--- src/rtl/mips_pkg.sv ---
// Shared types and constants for the MIPS execute-stage helpers.
package mips_pkg;

    typedef enum logic [1:0] {
        OP_MULT  = 2'b00,
        OP_MULTU = 2'b01,
        OP_DIV   = 2'b10,
        OP_DIVU  = 2'b11
    } muldiv_op_t;

    typedef enum logic [1:0] {
        IDLE = 2'b00,
        RUN  = 2'b01,
        FIX  = 2'b10
    } MULDIV_STATE_t;

    localparam int MULDIV_CYCLES = 33;

endpackage

--- src/rtl/muldiv_unit.sv ---
// Iterative 32-bit multiply/divide with HI/LO: 32 shift-add or restoring
// iterations on magnitudes, then one sign fix-up cycle.
module muldiv_unit
    import mips_pkg::*;
#(
    parameter int WIDTH = 32
) (
    input  logic             clk,
    input  logic             reset,
    input  logic             start,
    input  muldiv_op_t       op,
    input  logic [WIDTH-1:0] a,
    input  logic [WIDTH-1:0] b,
    input  logic             hi_we,
    input  logic             lo_we,
    input  logic [WIDTH-1:0] wdata,
    output logic             busy,
    output logic             done,
    output logic             divzero,
    output logic [WIDTH-1:0] hi,
    output logic [WIDTH-1:0] lo
);

    localparam int AW = 2 * WIDTH;

    MULDIV_STATE_t    state_q, state_d;
    logic [4:0]       cnt_q, cnt_d;
    logic             busy_q, busy_d;
    logic             done_q, done_d;
    logic             divzero_q, divzero_d;
    logic [WIDTH-1:0] hi_q, hi_d;
    logic [WIDTH-1:0] lo_q, lo_d;

    muldiv_op_t       op_q, op_d;
    logic [WIDTH-1:0] opa_q, opa_d;
    logic [WIDTH-1:0] opb_q, opb_d;
    logic [WIDTH-1:0] aorig_q, aorig_d;
    logic             neg_res_q, neg_res_d;
    logic             neg_rem_q, neg_rem_d;
    logic [AW-1:0]    acc_q, acc_d;

    logic             is_signed_in;
    logic             is_div;
    logic [AW-1:0]    mul_next;
    logic [WIDTH:0]   rem_sh;
    logic [WIDTH+1:0] diff;
    logic             div_ok;
    logic [AW-1:0]    div_next;
    logic [AW-1:0]    prod_fix;

    function automatic logic [WIDTH-1:0] cond_neg(input logic [WIDTH-1:0] v, input logic neg);
        return neg ? (~v + 1'b1) : v;
    endfunction

    always_comb begin
        state_d   = state_q;
        cnt_d     = cnt_q;
        busy_d    = busy_q;
        done_d    = 1'b0;
        divzero_d = divzero_q;
        hi_d      = hi_q;
        lo_d      = lo_q;
        op_d      = op_q;
        opa_d     = opa_q;
        opb_d     = opb_q;
        aorig_d   = aorig_q;
        neg_res_d = neg_res_q;
        neg_rem_d = neg_rem_q;
        acc_d     = acc_q;

        is_signed_in = ~op[0];
        is_div       = op_q[1];

        // Both cores consume operand bits MSB first; ~cnt_q is 31-cnt_q.
        mul_next = {acc_q[AW-2:0], 1'b0} + {{WIDTH{1'b0}}, (opb_q[~cnt_q] ? opa_q : '0)};
        rem_sh   = {acc_q[AW-1:WIDTH], opa_q[~cnt_q]};
        diff     = {1'b0, rem_sh} - {2'b00, opb_q};
        div_ok   = ~diff[WIDTH+1];
        div_next = {(div_ok ? diff[WIDTH-1:0] : rem_sh[WIDTH-1:0]), acc_q[WIDTH-2:0], div_ok};
        prod_fix = neg_res_q ? (~acc_q + 1'b1) : acc_q;

        unique case (state_q)
            IDLE: begin
                if (start) begin
                    state_d   = RUN;
                    cnt_d     = '0;
                    busy_d    = 1'b1;
                    divzero_d = 1'b0;
                    op_d      = op;
                    opa_d     = cond_neg(a, is_signed_in & a[WIDTH-1]);
                    opb_d     = cond_neg(b, is_signed_in & b[WIDTH-1]);
                    aorig_d   = a;
                    neg_res_d = is_signed_in & (a[WIDTH-1] ^ b[WIDTH-1]);
                    neg_rem_d = is_signed_in & a[WIDTH-1];
                    acc_d     = '0;
                end else begin
                    if (hi_we) hi_d = wdata;
                    if (lo_we) lo_d = wdata;
                end
            end
            RUN: begin
                acc_d = is_div ? div_next : mul_next;
                cnt_d = cnt_q + 5'd1;
                if (cnt_q == 5'd31) state_d = FIX;
            end
            FIX: begin
                state_d = IDLE;
                busy_d  = 1'b0;
                done_d  = 1'b1;
                if (!is_div) begin
                    hi_d = prod_fix[AW-1:WIDTH];
                    lo_d = prod_fix[WIDTH-1:0];
                end else if (opb_q == '0) begin
                    hi_d      = aorig_q;
                    lo_d      = '1;
                    divzero_d = 1'b1;
                end else begin
                    lo_d = cond_neg(acc_q[WIDTH-1:0], neg_res_q);
                    hi_d = cond_neg(acc_q[AW-1:WIDTH], neg_rem_q);
                end
            end
            default: state_d = IDLE;
        endcase
    end

    always_ff @(posedge clk) begin
        if (!reset) begin
            state_q   <= IDLE;
            cnt_q     <= '0;
            busy_q    <= 1'b0;
            done_q    <= 1'b0;
            divzero_q <= 1'b0;
            hi_q      <= '0;
            lo_q      <= '0;
        end else begin
            state_q   <= state_d;
            cnt_q     <= cnt_d;
            busy_q    <= busy_d;
            done_q    <= done_d;
            divzero_q <= divzero_d;
            hi_q      <= hi_d;
            lo_q      <= lo_d;
        end
    end

    // Operand and accumulator registers are always reloaded on accept.
    always_ff @(posedge clk) begin
        op_q      <= op_d;
        opa_q     <= opa_d;
        opb_q     <= opb_d;
        aorig_q   <= aorig_d;
        neg_res_q <= neg_res_d;
        neg_rem_q <= neg_rem_d;
        acc_q     <= acc_d;
    end

    assign busy    = busy_q;
    assign done    = done_q;
    assign divzero = divzero_q;
    assign hi      = hi_q;
    assign lo      = lo_q;

endmodule

--- config.mk ---
export PLATFORM = sky130hd
export DESIGN_NAME = muldiv_unit
export DESIGN_NICKNAME = d
export VERILOG_FILES = /design/src/rtl/mips_pkg.sv /design/src/rtl/muldiv_unit.sv
export SDC_FILE = /design/constraint.sdc
export NUM_CORES = 1
export LEC_CHECK = 0
export BUFFER_PORTS_ARGS = -buffer_cell sky130_fd_sc_hd__buf_2
export CORE_ASPECT_RATIO = 0.8
export CORE_MARGIN = 5
export CORE_UTILIZATION = 46
export DETAILED_ROUTE_END_ITERATION = 12
export PLACE_DENSITY = 0.67
export RECOVER_POWER = 50
export SYNTH_ARGS = -nofsm -noshare
export SYNTH_HDL_FRONTEND = slang
export SYNTH_SLANG_ARGS = --single-unit
--- constraint.sdc ---
create_clock -name clk -period 6 [get_ports clk]
set_input_delay 1.8 -clock clk [delete_from_list [all_inputs] [get_ports clk]]
set_output_delay 1.8 -clock clk [all_outputs]
set_load 0.05 [all_outputs]
Word level (Yosys, flattened, before mapping)
Index checks and enable logic that the tools add are counted.
{"block": "op_classes", "order_cmp": 1, "bitwise_logic": 12, "n_eq_ne": 10, "add_sub_neg": 8, "n_mux": 36, "n_reduce_logical": 11}
{"op": "$mux W32", "n": 14}
{"op": "$mux W64", "n": 3}
{"op": "$add A32 B1 Y32 const B", "n": 4}
{"op": "$not A32 Y32", "n": 4}
{"op": "$pmux W32 S2", "n": 2}
{"op": "$pmux W64 S2", "n": 1}
{"op": "$add A64 B1 Y64 const B", "n": 1}
{"op": "$add A64 B32 Y64", "n": 1}
{"op": "$not A64 Y64", "n": 1}
{"op": "$sub A33 B32 Y34", "n": 1}
{"op": "$logic_not A32 Y1", "n": 1}
{"op": "$ne A2 B2 Y1 const B", "n": 7}
{"op": "$bmux W1 S5", "n": 2}
{"op": "$pmux W5 S2", "n": 1}
{"op": "$reduce_and A2 Y1", "n": 4}
{"op": "$mux W1", "n": 7}
{"op": "$lt A5 B6 Y1 const B", "n": 1}
{"op": "$reduce_and A3 Y1", "n": 2}
{"op": "$add A5 B1 Y5 const B", "n": 1}
{"op": "$eq A5 B5 Y1 const B", "n": 1}
{"op": "$mux W5", "n": 1}
{"op": "$not A5 Y5", "n": 1}
{"op": "$mux W2", "n": 2}
{"op": "$pmux W1 S2", "n": 2}
{"op": "9 further kinds", "n": 13}
{"block": "totals", "register_bits": 238, "word_cells": 92, "input_bits": 103, "output_inout_bits": 67}

Logic depth before layout (Yosys ltp)
{"block": "depth", "depth_word": 7, "depth_mapped": 22, "mapped_depth_nobuf": 18}

Worst setup path before layout
Ideal clock, no wire load.
{"block": "synth_timing", "path_kind": "input port to flip-flop", "start": "in start", "end": "reg acc_q[0], enable pin", "setup_time_ns": 0.418, "path_buffers": 0, "slack_ns": 0.071, "t_arrival_ns": 5.510, "cell_stages": 4, "required_ns": 5.582, "path_cell_list": "nand3b_1 -> inv_1 -> nor2_1 -> inv_1"}
{"block": "synth_between", "elab_chain_len": 2}
{"item": "from (decl)", "line": "muldiv_unit.sv:10", "source": "input logic start,"}
{"item": "$ne A2 B2 Y1 (no source line)"}
{"item": "$reduce_and A2 Y1 (no source line)"}
{"item": "to (signal assigned)", "line": "muldiv_unit.sv:154", "source": "acc_q <= acc_d;"}
{"item": "to (decl)", "line": "muldiv_unit.sv:40", "source": "logic [AW-1:0] acc_q, acc_d;"}
Every way passes these cells.
A chain may end at the register's enable or synchronous reset.

Final worst setup path
{"block": "layout_timing", "start": "in start", "end": "reg acc_q[61], enable pin"}
The elaborated chain is that of the path after synthesis.

==> run metrics <==
Post-synth EDFFs roughly 160; crit-path leading delay family buffers and inverters; status finished, violations left; Final TNS setup 0 ns; Routability Congestion 0.992; CP max FO 45; post-route ant nets 0; CP cell instances clkbuf_1, nand3b_1, clkbuf_1, clkinvlp_2, clkbuf_1, nor2_1, inv_2, buf_4; Async SR Flop Fraction 0; share of layout cells above drive strength 1 0.0859; met3 WL 8.65 mm; skew final about 0.018 ns; Seq/Total Area, Yosys 0.356; Worst Hold Class reg -> reg; Max Fclk between 150 and 200 MHz; peak supply drop between 0.15 and 0.2 mV; WL/cell approximately 24 µm; Root Driver clkbuf_16; via/cell ratio around 6.6; Antenna diodes 0; Finished Cell Area 0.0197 mm²; initial antenna violation count 2; Core ar. about 0.038 mm²; P_leak 7.09 nW; CP endpoint kind register; DP Area 0.0190 mm²; Slew @ Worst Pin about 2.3 ns; Final setup violation count 0; Mapped Cells between 2000 and 2500; via count between 15000 and 20000; first-pass GRT wire length between 90 and 100 mm; CTS HTree Levels 1; CTS tree yes; WS Path Type in -> reg; number of I/O pins 170; most used cell, CP clkbuf_1; failing checks max-capacitance violations, max-slew violations; CTS resizes 0; # rows 64; clk sink count approximately 240; Setup Fix Bufs, Post-CTS 0; clock tree buffer depth 3; Post-Synthesis Cell Area about 0.018 mm²; post-synthesis cell type count 88; Die Span Y around 190 µm; Met2 Wirelength between 20 and 30 mm; CP arrival slightly below 6 ns; Period Utilization, post-route 0.939; Pins Over Slew Limit 79; worst relative slew slack -0.565; Syn Area/Cell between 8 and 9 µm²; drt initial violations between 2000 and 2500; PortBufs approximately 170; Detailed Routing Iterations Pass 1 6; data required time of the worst path ~6.2 ns; Post-Route WL around 66 mm; crit start category primary input; hold buffers post-CTS 0; clock period minus worst slack between 5 and 6 ns; Seq cells post-synth 236; max-cap violations 2; Area growth syn-to-layout 10.1%; Die Wd roughly 230 µm; Slowest cell on crit path clkbuf_1; Synth Net Count around 2300; max incr delay on CP 1.66 ns; highest routed layer met4; die area between 0.04 and 0.05 mm²; Final Hold Viols 0; Total Routing Usage GR 0.295; Final #Nets around 2300; total CTS buffers 26; largest net degree at the start of global routing 75; Initial Util 0.466; Hold WS between 0.4 and 0.5 ns; vias in the first global route about 16000; Post-DP HPWL 50.0 mm; M1 WL a little over 30 mm; Syn. warnings 0; PwrDens ~270 mW/mm²; DRC Markers 0; Synth Flop Type edfxtp_1; global route overflow 0; clk_lat worst skew 0.56 ns; CP Buf/Inv Count 6; RSZ-0062 raised after global routing false; clock-pin slew on the worst setup and hold paths 0.07 ns
layout by cell type (no fill, tap or decap), types with 22 or more instances in the layout:
cell type / count
o21ai_0: 158
nor2b_1: 44
ha_1: 70
xnor2_1: 115
and3_1: 33
or3_1: 25
o211ai_1: 28
edfxtp_1: 162
buf_4: 23
clkbuf_1: 111
dfxtp_1: 74
o31ai_1: 32
nand3_1: 61
a21oi_1: 221
nand4_1: 34
xor2_1: 62
nor2_1: 139
buf_2: 64
clkbuf_16: 27
nor4_1: 22
a31oi_1: 27
nor3_1: 26
nand2_1: 196
o221ai_1: 47
inv_1: 69
final timing paths:
path	from	endpoint	slack, ns	cells past startpoint
worst max-delay path	start	acc_q[61]	0.37	8
worst max register to register	cnt_q[1]	acc_q[63]	0.52	19
worst min-delay path	lo[24]	lo[24]	0.45	2
worst min register to register	lo[24]	lo[24]	0.45	2
tightest hold or removal path, stage by stage (launching register included):
cell and delay [ns]:
dfxtp_1 0.31, nand2_1 0.05, a21oi_1 0.05
routing by layer:
metal	global-route usage	vias up
met5	0	-
met4	0.0636	0
met3	0.0820	98
met2	0.401	1135
met1	0.462	8410
li1	-	8001
power breakdown:
group / switching (mW) / total, mW / leakage, nW / internal (mW)
logic: 0.958 / 1.52 / 4.47 / 0.564
registers: 0.278 / 2.19 / 2.21 / 1.91
clock network: 0.704 / 1.61 / 0.415 / 0.908
total: 1.94 / 5.32 / 7.09 / 3.38
synthesized netlist by cell type, types with 7 or more instances:
master | n | area share
a311oi_1 | 10 | 0.0049
nand3_1 | 61 | 0.017
o211ai_1 | 28 | 0.012
nand2b_1 | 17 | 0.0060
o21bai_1 | 8 | 0.0034
a211oi_1 | 15 | 0.0063
or2_2 | 8 | 0.0028
inv_1 | 71 | 0.015
a21o_1 | 21 | 0.0088
o41ai_1 | 11 | 0.0054
and3_1 | 33 | 0.012
o31ai_1 | 32 | 0.013
o22ai_1 | 16 | 0.0056
xor2_1 | 62 | 0.030
and2_1 | 9 | 0.0032
or4_1 | 14 | 0.0059
nor4_1 | 22 | 0.0077
dfxtp_1 | 74 | 0.083
a21oi_1 | 222 | 0.062
o221ai_1 | 47 | 0.023
xnor2_1 | 115 | 0.056
nor2_1 | 140 | 0.029
nand4_1 | 33 | 0.012
clkbuf_1 | 118 | 0.025
a31oi_1 | 27 | 0.0095
buf_1 | 13 | 0.0027
mux4_2 | 8 | 0.010
o21a_1 | 15 | 0.0063
nor3_1 | 26 | 0.0073
and4_1 | 9 | 0.0044
edfxtp_1 | 162 | 0.27
mux2i_1 | 21 | 0.012
a211o_1 | 9 | 0.0044
buf_2 | 10 | 0.0028
o21ai_0 | 159 | 0.045
a31o_2 | 7 | 0.0034
nor2b_1 | 45 | 0.016
ha_1 | 70 | 0.049
or3_1 | 25 | 0.0088
nand2_1 | 196 | 0.041
logic make-up after synthesis:
| logic type | Yosys count | synth area share |
|---|---|---|
| AND/OR/NAND/NOR | 665 | 0.189 |
| buffers and inverters | 217 | 0.0474 |
| adder cells (fa/ha/maj) | 72 | 0.0513 |
| XOR/XNOR | 177 | 0.0869 |
| flip-flops | 236 | 0.356 |
| multiplexers | 31 | 0.0231 |
| AO/OA/AOI/OAI | 690 | 0.246 |
metrics by stage:
stage,instances,total power [mW],utilization,setup slack [ns]
floorplan,2088,3.18,-,0.0714
global placement,2635,3.68,0.496,0.733
detailed placement,2635,3.69,0.496,0.603
CTS,2683,5.28,0.518,0.573
global route,2683,5.53,0.514,0.00299
finish,2683,5.32,0.514,0.367
flip-flops by register name (all words and copies together), names as in the netlist:
signal	cells
neg_res_q	1
lo	32
neg_rem_q	1
divzero	1
opa_q	32
op_q	1
hi	32
state_q	2
done	1
opb_q	32
cnt_q	5
aorig_q	31
acc_q	64
busy	1
final cells by class:
type	count	area, µm²
fill	3708	18600
sequential	236	6350
timing repair buffer	196	920
clock inverter	17	143
tap	495	619
inverter	73	275
clock buffer	31	691
multi-input combinational	1635	10700
(Power assumes the default switching activity.)
